## config.mk

```make
export PLATFORM = sky130hd
export DESIGN_NAME = eclk_div_align
export DESIGN_NICKNAME = d
export VERILOG_FILES = /design/src/rtl/eclk_div_align.sv
export SDC_FILE = /design/constraint.sdc
export NUM_CORES = 1
export LEC_CHECK = 0
export ABC_AREA = 1
export BUFFER_PORTS_ARGS = -buffer_cell sky130_fd_sc_hd__buf_2
export CAP_MARGIN = 20
export CORE_ASPECT_RATIO = 0.9
export CORE_UTILIZATION = 28
export CTS_BUF_LIST = sky130_fd_sc_hd__clkbuf_4
export DETAILED_ROUTE_END_ITERATION = 6
export PLACE_DENSITY_LB_ADDON = 0.12
export SYNTH_ARGS = -nofsm -noshare
export SYNTH_HDL_FRONTEND = slang
export SYNTH_SLANG_ARGS = --single-unit
```

## constraint.sdc

```tcl
create_clock -name ECLKIN -period 1.85 [get_ports ECLKIN]
set_clock_uncertainty 0.15 [all_clocks]
set_input_delay 0.37 -clock ECLKIN [delete_from_list [all_inputs] [get_ports ECLKIN]]
set_output_delay 0.37 -clock ECLKIN [all_outputs]
set_load 0.005 [all_outputs]
```

## src/rtl/eclk_div_align.sv

```systemverilog
// Edge-clock divider after the ECLK sync/gate: divides by DIV, gates cleanly on STOP at the
// slow-period boundary, and swallows one edge per ALIGNWD rise with a DIV-edge lockout.
module eclk_div_align #(
   parameter int DIV         = 4,
   parameter int SYNC_STAGES = 2
) (
   input  logic       ECLKIN,
   input  logic       DIVRST,
   input  logic       STOP,
   input  logic       ALIGNWD,
   output logic       DIVOUT,
   output logic       ECLKEN,
   output logic [2:0] PHASE,
   output logic [3:0] SLIPCNT,
   output logic       ALIGNBUSY
);

   generate
      if (!(DIV == 2 || DIV == 4 || DIV == 5)) begin : g_bad_div
         $error("eclk_div_align: DIV must be 2, 4 or 5");
      end
      if (SYNC_STAGES < 2) begin : g_bad_sync
         $error("eclk_div_align: SYNC_STAGES must be >= 2");
      end
   endgenerate

   localparam logic [2:0] LAST      = 3'(DIV - 1);
   localparam logic [2:0] HIGH      = 3'((DIV + 1) / 2);
   localparam logic [2:0] LOCK_INIT = 3'(DIV);

   localparam logic [0:0] ST_STOPPED = 1'b0;
   localparam logic [0:0] ST_RUN     = 1'b1;

   logic [SYNC_STAGES-1:0] stop_sync;
   logic [SYNC_STAGES-1:0] align_sync;
   logic                   align_d;
   logic                   stop_s;
   logic                   align_s;
   logic                   slip_req;
   logic [0:0]             state;
   logic [2:0]             lock_cnt;
   logic [2:0]             lock_dec;

   assign stop_s   = stop_sync[SYNC_STAGES-1];
   assign align_s  = align_sync[SYNC_STAGES-1];
   assign slip_req = align_s & ~align_d;
   assign lock_dec = (lock_cnt != 3'd0) ? lock_cnt - 3'd1 : 3'd0;

   always_ff @(posedge ECLKIN or posedge DIVRST) begin
      if (DIVRST) begin
         stop_sync  <= '0;
         align_sync <= '0;
         align_d    <= 1'b0;
      end else begin
         stop_sync  <= {stop_sync[SYNC_STAGES-2:0], STOP};
         align_sync <= {align_sync[SYNC_STAGES-2:0], ALIGNWD};
         align_d    <= align_s;
      end
   end

   always_ff @(posedge ECLKIN or posedge DIVRST) begin
      if (DIVRST) begin
         state     <= ST_STOPPED;
         PHASE     <= 3'd0;
         DIVOUT    <= 1'b0;
         ECLKEN    <= 1'b0;
         SLIPCNT   <= 4'd0;
         ALIGNBUSY <= 1'b0;
         lock_cnt  <= 3'd0;
      end else begin
         // Lockout runs down in both states; a slip edge below reloads it.
         lock_cnt  <= lock_dec;
         ALIGNBUSY <= (lock_dec != 3'd0);
         case (state)
            ST_STOPPED: begin
               PHASE  <= 3'd0;
               DIVOUT <= 1'b0;
               if (!stop_s) begin
                  state  <= ST_RUN;
                  ECLKEN <= 1'b1;
               end else begin
                  ECLKEN <= 1'b0;
               end
            end
            default: begin
               if (stop_s && PHASE == LAST) begin
                  state  <= ST_STOPPED;
                  ECLKEN <= 1'b0;
                  PHASE  <= 3'd0;
                  DIVOUT <= 1'b0;
               end else if (!stop_s && slip_req && !ALIGNBUSY) begin
                  // Swallow this edge: PHASE and DIVOUT hold.
                  SLIPCNT   <= SLIPCNT + 4'd1;
                  lock_cnt  <= LOCK_INIT;
                  ALIGNBUSY <= 1'b1;
               end else begin
                  DIVOUT <= (PHASE < HIGH);
                  PHASE  <= (PHASE == LAST) ? 3'd0 : PHASE + 3'd1;
               end
            end
         endcase
      end
   end

endmodule

```

== After elaboration in Yosys (flattened, before gate mapping) ==
Index checks and enable logic that the tools add are counted.
Cells by class
  add/subtract/negate cells: 3
  $lt $le $gt $ge: 1
  equal/unequal tests: 3
  multiplexer cells: 19
  bitwise gates (word level): 3
  reduce and logical (&&, ||, !) cells: 8
Operators with widths (number)
  $mux W3: 8
  $mux W1: 11
  $reduce_bool A3 Y1: 2
  $add A4 B1 Y4 const B: 1
  $add A3 B1 Y3 const B: 1
  $eq A3 B2 Y1 const B: 1
  $logic_and A1 B1 Y1: 3
  $lt A3 B2 Y1 const B: 1
  $ne A3 B3 Y1 const B: 1
  $reduce_and A3 Y1: 1
  $sub A3 B1 Y3 const B: 1
  $logic_not A1 Y1: 2
  $ne A2 B1 Y1 const B: 1
  $not A1 Y1: 2
  $and A1 B1 Y1: 1
Word-level totals
  bits in registers: 19
  input bits: 4
  output and inout bits: 10
  word-level logic and storage cells: 47

== Longest topological paths before layout ==
Gate-level depths: netlist of the first run.
  depth in word-level cells: 7
  gate-level depth with buffers: 6
  gate-level depth less buffers: 6

== Worst setup path after synthesis of the first run ==
Ideal clock, no wire load.
  kind: register to register
  start point: reg SLIPCNT[0]
  end point: reg SLIPCNT[2]
  setup time: 116 ps
  arrival: 853 ps
  data required time: 1584 ps
  path slack: 731 ps
  cell stages (with the launch flop): 5
  buffers on the path: 0
  clock period less this slack: 1119 ps
  cells stage by stage: dfrtp_1 -> ha_1 -> xor2_1 -> nand2_1 -> nand2_1
On the way
  word-level cells in the longest chain between the ends: 1
RTL lines
  start: declaration: line 14  | output logic [3:0] SLIPCNT,
  start signal: assignment: line 93  | SLIPCNT <= SLIPCNT + 4'd1;
  $add A4 B1 Y4: line 93
Every way passes these cells.
A chain may end at the register's enable or synchronous reset.

== Final worst setup path of the first run ==
  start point: reg SLIPCNT[0]
  end point: out SLIPCNT[0]
No word-level cell between the ends.

==> results of run 1 <==
==> synth_stat cells <==
master | n | area (sq um)
a21oi_1 | 1 | 5.00
buf_4 | 1 | 7.51
dfrtp_1 | 19 | 475
ha_1 | 2 | 25.0
inv_1 | 11 | 41.3
inv_2 | 2 | 7.51
nand2_1 | 25 | 93.8
nand2_2 | 2 | 12.5
nand2_4 | 1 | 11.3
nand3_1 | 7 | 35.0
nand3b_1 | 2 | 15.0
nand4_1 | 1 | 6.26
nor2_1 | 4 | 15.0
nor2_2 | 1 | 6.26
nor2_4 | 2 | 22.5
o21a_1 | 1 | 7.51
o21ai_0 | 2 | 10.0
xor2_1 | 1 | 8.76
==> routing by layer <==
layer / vias up / global-route usage, % / part of all wire [%]
met5: - / 0 / 0
met4: 0 / 2.38 / 0.78
met3: 2 / 5.13 / 3.8
met2: 10 / 15.7 / 43
met1: 254 / 12.2 / 52
li1: 298 / - / -
==> kinds of logic after synthesis <==
kind of cell | synth area share [%]
buffers and inverters | 6.99
AOI/OAI and AO/OA | 2.79
DFF | 59.0
adders and majority gates | 3.11
and+or+nand+nor | 27.0
xor gates and xnor gates | 1.09
==> worst reg2reg max path: cells and delay by family, from the launching register on <==
kind	cells	cell delay (ns)
DFF	1	0.43
and+or+nand+nor	5	0.46
buffers and inverters	1	0.06
==> power groups by stage <==
stage,Sequential [mW],Combinational [mW],Clock (mW)
finish,0.655,0.379,0.207
global route,0.680,0.442,0.237
CTS,0.656,0.385,0.222
detailed placement,0.666,0.381,0
global placement,0.663,0.381,0
floorplan,0.643,0.267,0
==> area by class of cell <==
type,count,area share [%]
Tap cell,40,5.12
Multi-Input combinational cell,52,28.0
Sequential cell,19,48.6
Clock buffer,3,2.30
Clock inverter,1,0.512
Inverter,13,4.99
Timing Repair Buffer,17,10.5
==> sequential cells by signal, summed over array words and instances (netlist names) <==
| signal | flops |
|---|---|
| lock_cnt | 3 |
| ALIGNBUSY | 1 |
| state | 1 |
| align_sync | 2 |
| PHASE | 3 |
| SLIPCNT | 4 |
| ECLKEN | 1 |
| stop_sync | 2 |
| align_d | 1 |
| DIVOUT | 1 |
==> worst max-delay path by stage <==
stage,start,end,slack [ns],cells past startpoint
2_1_floorplan,SLIPCNT[0]$_DFFE_PP0P_,SLIPCNT[2]$_DFFE_PP0P_,0.73,4
3_3_place_gp,ALIGNBUSY$_DFF_PP0_,SLIPCNT[2]$_DFFE_PP0P_,0.65,6
3_5_place_dp,ALIGNBUSY$_DFF_PP0_,SLIPCNT[2]$_DFFE_PP0P_,0.65,6
4_1_cts,SLIPCNT[2]$_DFFE_PP0P_,SLIPCNT[2],0.42,1
5_1_grt,SLIPCNT[2]$_DFFE_PP0P_,SLIPCNT[2],0.38,1
6_report,SLIPCNT[0]$_DFFE_PP0P_,SLIPCNT[0],0.45,1
==> stage by stage <==
step	instances	cell area, sq um	worst slack (ns)
final	145	978	0.448
after global routing	145	978	0.378
after CTS	143	958	0.424
after detailed placement	138	921	0.654
after global placement	138	921	0.649
after floorplan	85	806	0.731
==> repair_timing <==
item,CTS,global route
setup endpoints to repair,0,0
hold buffers,1,2
endpoints found under the hold margin,19,2
==> cell usage in the layout, fill, tap and decap left out, types with 2 or more instances in the layout <==
master	count
nand2_1	25
dfrtp_1	19
buf_2	13
inv_1	11
nand3_1	7
nor2_1	4
clkbuf_4	3
dlygate4sd3_1	3
inv_2	2
nand2_2	2
nor2_4	2
nand3b_1	2
o21ai_0	2
ha_1	2
==> impl_metrics.json, run 1 <==
{
  "outcome": "finished clean",
  "pwr-share-comb_pct": 30.5,
  "worstPathCellList": "buf_2",
  "fin_crit_ns": 1.40,
  "clk_pin_slew_ns": 0.11,
  "grt_pass1_vias": 507,
  "gp_congestion": 0.706,
  "core_area_sq_um": 2750,
  "hp-class": "register to register",
  "fmax_mhz": 713,
  "drt_iter0_drc": 10,
  "grt_pass1_wl_microns": 2210,
  "cts_tree": "built",
  "cts_setup_buffers": 0,
  "via_per_inst": 3.89,
  "area_growth_syn_to_layout_pct": 21.4,
  "cp.arrival_ns": 0.88,
  "worst-r2r-cell-count": 6,
  "setup_tns_ns": 0,
  "multiInputGateArea_sq_um": 274,
  "drc": 0,
  "syn_nets": 91,
  "drv_slew": 0,
  "cp_top_family": "flip-flops",
  "die-area_sq_um": 3100,
  "cts_max_path_buffers": 2,
  "cp.required_ns": 1.33,
  "whs_path_depth": 0,
  "cap_violations": 0,
  "synthesis.instances": 85,
  "ys_seq_elements": 19,
  "p_clk_share_pct": 16.7,
  "regToRegSetupSlack_ns": 0.63,
  "htree_levels": 1,
  "hold_start": "stop_sync[0]$_DFF_PP0_",
  "hold_viol_final": 0,
  "initial_core_util_pct": 29.3,
  "worstHoldEndpoint": "stop_sync[1]$_DFF_PP0_",
  "total_power_mw": 1.24,
  "cts_resized": 0,
  "leakagePower_nw": 0.532,
  "rsz0062_at_grt": "no",
  "slew_headroom_pct": 75.8,
  "clk_latency_ns": 0.29,
  "root_buffer": "clkbuf_4",
  "wl_microns": 1280,
  "overflow": 0,
  "p_switching_mw": 0.439,
  "synth_warnings": 0,
  "dp_hpwl_microns": 914,
  "r2r-start": "ALIGNBUSY$_DFF_PP0_",
  "cp_slowest_cell": "dfrtp_1",
  "register_area_sq_um": 475,
  "switching_share_pct": 35.4,
  "p_int_mw": 0.801,
  "cp_num_buf_inv": 1,
  "whs_ns": 0.209,
  "layout.nets": 112,
  "die_height_microns": 52.9,
  "rows": 18,
  "powerDensity_nw_per_um2": 1270,
  "yosysSeqAreaShare_pct": 59.0,
  "yosysUniqueCellTypes": 18,
  "wl_per_cell_microns": 8.86,
  "period_share_pct": 75.8,
  "cp-end-kind": "primary output",
  "ir_drop_v": 0.000384,
  "critical_path.max_fanout": 6,
  "crit_path_start_kind": "register",
  "antenna_left": 0,
  "pin_count": 14,
  "insertedDiodeCount": 0,
  "n_fill_cell": 300,
  "cts-buffers-inserted": 3,
  "finish.utilization_pct": 35.6,
  "tightest_slew_ns": 0.363,
  "grt_usage_pct": 10.0,
  "setup_violations": 0,
  "vias": 564,
  "netlist_area_sq_um": 806,
  "clkSinkCount": 19,
  "antenna_found_initial": 0,
  "die_w_microns": 58.5,
  "r2r-end": "SLIPCNT[2]$_DFFE_PP0P_",
  "syn_avg_cell_area_sq_um": 9.48,
  "pwr-share-seq_pct": 52.8,
  "grt_start_max_net_pins": 20,
  "first_pass_iters": 3,
  "drive_above_1_share_pct": 24.8,
  "crit_path_max_incr_delay_ns": 0.44,
  "place.port_buffers": 13,
  "crit_type": "register to primary output"
}
Note: power is estimated with default switching activity, not from simulation.
==> run 2: changes to the inputs <==
ABC_AREA = 0   (was 1)
clock period = 1.3 ns   (was 1.85 ns; I/O delays follow)
==> run 2 against run 1 <==
The run now ends with negative setup slack left; design area up 17%; power up 81%; global-route usage up 1.5 points; combinational power rose to 2.7 times the previous value; setup slack worse by 0.62 ns; sequential share of layout area down 7.0 points; via count down 3.4%; first-iteration DRC count up 90%; highest routed layer unchanged.
==> impl_metrics.json, run 2 <==
{
  "place_inst": 107,
  "via_per_inst": 4.43,
  "top_register": "SLIPCNT",
  "cp.required_ns": 1.33,
  "insertedDiodeCount": 0,
  "yosysMostFrequentCell": "dfrtp_1",
  "overflow": 0,
  "die-area_sq_um": 2880,
  "multiInputGateArea_sq_um": 305,
  "ys_top_cells_by_count": "dfrtp_1 (19), nand2_1 (7), a21oi_1 (3), xnor2_1 (3)",
  "drt_iter0_drc": 19,
  "antenna_left": 0,
  "ir_drop_v": 0.000941,
  "synth_area_leaders": "dfrtp_1 (64%), nand2_1 (3.5%), xnor2_1 (3.5%)",
  "clk_latency_ns": 0.29,
  "gr-max-usage-layer": "met2",
  "die_height_microns": 51,
  "first_pass_iters": 4,
  "fmax_mhz": 679,
  "ys.flop_type": "dfrtp_1",
  "gr-usage-met3_pct": 5.32,
  "fin_crit_ns": 1.47,
  "powerDensity_nw_per_um2": 1960,
  "crit_path_start_kind": "register",
  "core_area_sq_um": 2490,
  "cp-end-kind": "register",
  "place.port_buffers": 13,
  "yosysSeqAreaShare_pct": 63.7,
  "syn_nets": 63,
  "rows": 17,
  "drive_above_1_share_pct": 54.7,
  "cp.arrival_ns": 1.50,
  "reg.largest.list": "SLIPCNT (4), PHASE (3), lock_cnt (3)",
  "wl_microns": 1380,
  "ys_seq_elements": 19,
  "post-synth-top-area-cell": "dfrtp_1",
  "vias": 545,
  "grt_start_max_net_pins": 20,
  "grt_usage_pct": 11.5,
  "placed_area_sq_um": 917,
  "antenna_found_initial": 0,
  "pin_count": 14,
  "worst-r2r-cell-count": 3,
  "period_share_pct": 113,
  "tightest_slew_ns": 0.326,
  "wl_per_cell_microns": 11.2,
  "synth_edf_count": 0,
  "outcome": "complete, but fails checks",
  "hp-class": "register to register",
  "grt_pass1_wl_microns": 2440,
  "synth_top_area_share_pct": 63.7,
  "cap_violations": 0,
  "whs_path_depth": 0,
  "crit_type": "register to register",
  "largest_reg_flops": 4,
  "syn_avg_cell_area_sq_um": 13.1,
  "cts-buffers-inserted": 3,
  "mostFrequentLayoutCell": "dfrtp_1",
  "drv_slew": 0,
  "setup_violations": 14,
  "synth_warnings": 0,
  "met2_usage_pct": 18.2,
  "die_w_microns": 56.4,
  "grt_pass1_vias": 559,
  "initial_core_util_pct": 30.0,
  "design_area_sq_um": 1140,
  "cts_tree": "built",
  "fin_ws_ns": -0.173,
  "root_buffer": "clkbuf_4",
  "total_power_mw": 2.24,
  "clkSinkCount": 19,
  "critical_path.max_fanout": 3,
  "netlist_area_sq_um": 747,
  "rsz0062_at_grt": "yes",
  "async_reset_ff_share_pct": 100,
  "grtUsageMet1_pct": 13.8,
  "gp_congestion": 0.695,
  "register_area_sq_um": 475,
  "violations": "negative setup slack",
  "layout.nets": 102,
  "stdcell_count": 123,
  "clk_pin_slew_ns": 0.10,
  "hold_viol_final": 0,
  "synthesis.instances": 57,
  "drc": 0,
  "cts_max_path_buffers": 2,
  "setup_tns_ns": -1.60,
  "area_growth_syn_to_layout_pct": 52.9,
  "n_fill_cell": 248,
  "slew_headroom_pct": 78.2,
  "final_cell_mix": "dfrtp_1 (19), buf_4 (14), buf_6 (10), buf_2 (9), nand2_1 (5)",
  "htree_levels": 1,
  "leakagePower_nw": 0.560,
  "yosysUniqueCellTypes": 24
}
==> run 2: cell count changes in the layout (fill, tap and decap cells not counted), moves of 3 or more <==
cell / previous run / this run
buf_2: 13 / 9
nand2_1: 25 / 5
inv_1: 11 / 1
buf_4: 1 / 14
buf_6: 0 / 10
nor2_1: 4 / 1
nand3_1: 7 / 0
==> run 2: critical path, stage by stage, from the launching register on <==
cell,delay (ns)
dfrtp_1,0.42
nor4b_4,0.39
nand2_4,0.11
mux2_4,0.31
==> run 2: worst paths after layout <==
check                                              from                 endpoint  slack (ns)
min in group asynchronous                        DIVRST     PHASE[2]$_DFFE_PP0N_        0.37
worst min register to register  align_sync[0]$_DFF_PP0_  align_sync[1]$_DFF_PP0_        0.21
worst max-delay path             stop_sync[1]$_DFF_PP0_   SLIPCNT[1]$_DFFE_PP0P_       -0.17
max in group asynchronous                        DIVRST        align_d$_DFF_PP0_        0.43
worst min-delay path            align_sync[0]$_DFF_PP0_  align_sync[1]$_DFF_PP0_        0.21
worst max register to register   stop_sync[1]$_DFF_PP0_   SLIPCNT[1]$_DFFE_PP0P_       -0.17
==> run 2: routing by layer <==
metal,up-vias,wire (microns)
li1,271,-
met1,259,653
met2,13,648
met3,2,60
met4,0,12
met5,-,0
==> run 2: power breakdown <==
part | leakage [nW] | total (mW) | switching (mW) | internal, mW
Combinational | 0.309 | 1.01 | 0.353 | 0.657
Sequential | 0.233 | 0.922 | 0.155 | 0.767
Clock | 0.0184 | 0.309 | 0.169 | 0.140
Total | 0.560 | 2.24 | 0.677 | 1.56
==> run 2: timing repair <==
action / CTS / global route
hold buffers: 3 / 0
endpoints found under the hold margin: 21 / 0
resized for setup: 15 / 9
buffers inserted: 6 / 4
pin swaps: 7 / 7
setup endpoints to repair: 13 / 21
==> run 2: per-stage QoR <==
stage | worst slack, ns | util [%] | hold WS (ns)
after floorplan | -0.163 | - | 0.0611
after global placement | -0.177 | 36.9 | 0.142
after detailed placement | -0.176 | 36.9 | 0.144
after CTS | -0.159 | 43.4 | 0.207
after global routing | -0.238 | 45.9 | 0.222
final | -0.173 | 45.9 | 0.206
==> run 2: final cells by class <==
class                   instances  area share, %
clock buffers                   4           2.63
flip-flops and latches         19           41.6
inverters                       1          0.329
well taps                      28           3.07
repair buffers                 36           25.6
multi-input cells              35           26.7
==> run 2: logic make-up after synthesis <==
| group | share of synthesized area, % |
|---|---|
| fa+ha+maj | 3.35 |
| mux | 2.01 |
| compound gates | 6.70 |
| flops | 63.7 |
| xor+xnor | 3.52 |
| buf+inv | 2.51 |
| simple gates | 18.3 |
==> run 3: changes to the inputs <==
CELL_PAD_IN_SITES_DETAIL_PLACEMENT = 1   (was default)
CELL_PAD_IN_SITES_GLOBAL_PLACEMENT = 2   (was default)
==> run 3 against run 2 <==
Non-clock buffer count fell by 2; critical path type unchanged; critical endpoint unchanged; first-iteration DRC count decreased by 74%; the flow still finishes with violations (negative setup slack); sequential power about the same; highest routed layer unchanged; setup slack about the same; critical path depth is 1 higher; die area is the same.
==> impl_metrics.json, run 3 (same netlist as run 2, synthesis figures left out) <==
{
  "period_share_pct": 113,
  "slew_headroom_pct": 79.2,
  "p_switching_mw": 0.672,
  "clk_latency_ns": 0.30,
  "grt_usage_pct": 12.6,
  "overflow": 0,
  "dp_hpwl_microns": 1070,
  "cp.required_ns": 1.35,
  "gp_congestion": 0.758,
  "p_clk_share_pct": 14.3,
  "fin_ws_ns": -0.173,
  "first_pass_iters": 3,
  "cap_violations": 0,
  "drv_slew": 0,
  "cts-buffers-inserted": 3,
  "cts_tree": "built",
  "violations": "negative setup slack",
  "whs_ns": 0.210,
  "die_height_microns": 51,
  "grt_start_max_net_pins": 20,
  "drt_iter0_drc": 5,
  "hold_start": "align_sync[0]$_DFF_PP0_",
  "pwr-share-seq_pct": 43.5,
  "wl_microns": 1540,
  "area_growth_syn_to_layout_pct": 46.6,
  "tightest_slew_ns": 0.312,
  "hp-class": "register to register",
  "cp_num_buf_inv": 1,
  "outcome": "complete, but fails checks",
  "die-area_sq_um": 2880,
  "cp_top_family": "flip-flops",
  "r2r-start": "stop_sync[1]$_DFF_PP0_",
  "pwr-share-comb_pct": 42.2,
  "setup_violations": 15,
  "rows": 17,
  "total_power_mw": 2.11,
  "crit_path_start_kind": "register",
  "initial_core_util_pct": 30.0,
  "reg.largest.list": "SLIPCNT (4), PHASE (3), lock_cnt (3)",
  "cp-end-kind": "register",
  "crit_path_max_incr_delay_ns": 0.42,
  "whs_path_depth": 0,
  "core_area_sq_um": 2490,
  "layout.nets": 100,
  "antenna_found_initial": 0,
  "placed_area_sq_um": 925,
  "mostFrequentLayoutCell": "dfrtp_1",
  "p_int_mw": 1.44,
  "regToRegSetupSlack_ns": -0.17,
  "r2r-end": "SLIPCNT[1]$_DFFE_PP0P_",
  "largest_reg_flops": 4,
  "pin_count": 14,
  "via_per_inst": 4.48,
  "cp_slowest_cell": "dfrtp_1",
  "drive_above_1_share_pct": 48.4,
  "hold_viol_final": 0,
  "design_area_sq_um": 1090,
  "rsz0062_at_grt": "yes",
  "antenna_left": 0,
  "critical_path.max_fanout": 4,
  "cts_max_path_buffers": 2,
  "switching_share_pct": 31.8,
  "final_cell_mix": "dfrtp_1 (19), buf_4 (13), buf_2 (10), buf_6 (8), nand2_1 (6)",
  "vias": 542,
  "n_fill_cell": 269,
  "worstPathCellList": "nor4b_4 > buf_4 > nand2_4 > mux2_4",
  "fmax_mhz": 679,
  "crit_type": "register to register",
  "ir_drop_v": 0.000922,
  "clkSinkCount": 19,
  "wl_per_cell_microns": 12.8,
  "top_register": "SLIPCNT",
  "clk_pin_slew_ns": 0.11,
  "worstHoldEndpoint": "align_sync[1]$_DFF_PP0_",
  "grt_pass1_wl_microns": 2600,
  "place.port_buffers": 13,
  "insertedDiodeCount": 0,
  "drc": 0,
  "die_w_microns": 56.4,
  "htree_levels": 1,
  "root_buffer": "clkbuf_4",
  "worst-r2r-cell-count": 4,
  "leakagePower_nw": 0.540,
  "grt_pass1_vias": 579,
  "powerDensity_nw_per_um2": 1930,
  "fin_crit_ns": 1.47,
  "cp.arrival_ns": 1.52
}
[run 3: changes by cell type in the layout (fill, tap and decap cells not counted), sizes merged]
| cell | delta |
|---|---|
| buf | -2 |
| clkbuf | -1 |
| clkinv | +1 |
[run 3: layout make-up]
type                       count  area [sq um]  share of cell area (%)
clock buffer                   3          22.5                    2.06
clock inverter                 1          5.00                   0.457
sequential                    19           475                    43.4
inverter                       1          3.75                   0.343
tap                           28          35.0                    3.20
timing repair buffer          34           268                    24.5
multi-input combinational     35           285                    26.1
[run 3: what timing repair did]
item / CTS / global route
buffers inserted: 3 / 4
hold endpoints to repair: 21 / 0
gates resized for setup: 13 / 4
pin swaps: 5 / 4
setup endpoints to repair: 14 / 20
hold buffers: 3 / 0
[run 3: how the worst max path moves through the flow]
stage | from | end | slack (ns) | depth (start not counted)
after floorplan | stop_sync[1]$_DFF_PP0_ | SLIPCNT[1]$_DFFE_PP0P_ | -0.16 | 4
final | stop_sync[1]$_DFF_PP0_ | SLIPCNT[1]$_DFFE_PP0P_ | -0.17 | 4
after global placement | align_d$_DFF_PP0_ | SLIPCNT[1]$_DFFE_PP0P_ | -0.15 | 4
after global routing | stop_sync[1]$_DFF_PP0_ | SLIPCNT[1]$_DFFE_PP0P_ | -0.24 | 4
after CTS | stop_sync[1]$_DFF_PP0_ | SLIPCNT[1]$_DFFE_PP0P_ | -0.18 | 4
after detailed placement | align_d$_DFF_PP0_ | SLIPCNT[1]$_DFFE_PP0P_ | -0.17 | 4
[run 3: per-layer routing]
| layer | GRT usage [%] | vias up | share of wire [%] |
|---|---|---|---|
| met2 | 20.6 | 12 | 49 |
| met5 | 0 | - | 0 |
| met1 | 14.0 | 262 | 45 |
| li1 | - | 264 | - |
| met3 | 5.32 | 4 | 4.4 |
| met4 | 6.50 | 0 | 1.4 |
[run 3: worst reg2reg max path: stages (launching register included)]
cell	delay [ns]
dfrtp_1	0.42
nor4b_4	0.27
buf_4	0.18
nand2_4	0.05
mux2_4	0.31
[run 3: power by group through the flow]
stage          clock network (mW)  registers (mW)  logic (mW)
4_1_cts                     0.322           0.927       0.824
3_5_place_dp                    0           0.925       0.684
6_report                    0.301           0.919       0.892
3_3_place_gp                    0           0.919       0.659
2_1_floorplan                   0           0.925       0.322
5_1_grt                     0.354           0.946       0.993
[run 3: metrics by stage]
stage	utilization [%]	std cells	setup slack [ns]	setup TNS, ns
final	44.0	121	-0.173	-0.962
after global routing	44.0	121	-0.237	-2.11
after CTS	41.9	117	-0.175	-1.13
after detailed placement	37.2	108	-0.168	-0.830
after global placement	37.2	108	-0.147	-0.674
after floorplan	-	57	-0.163	-0.386
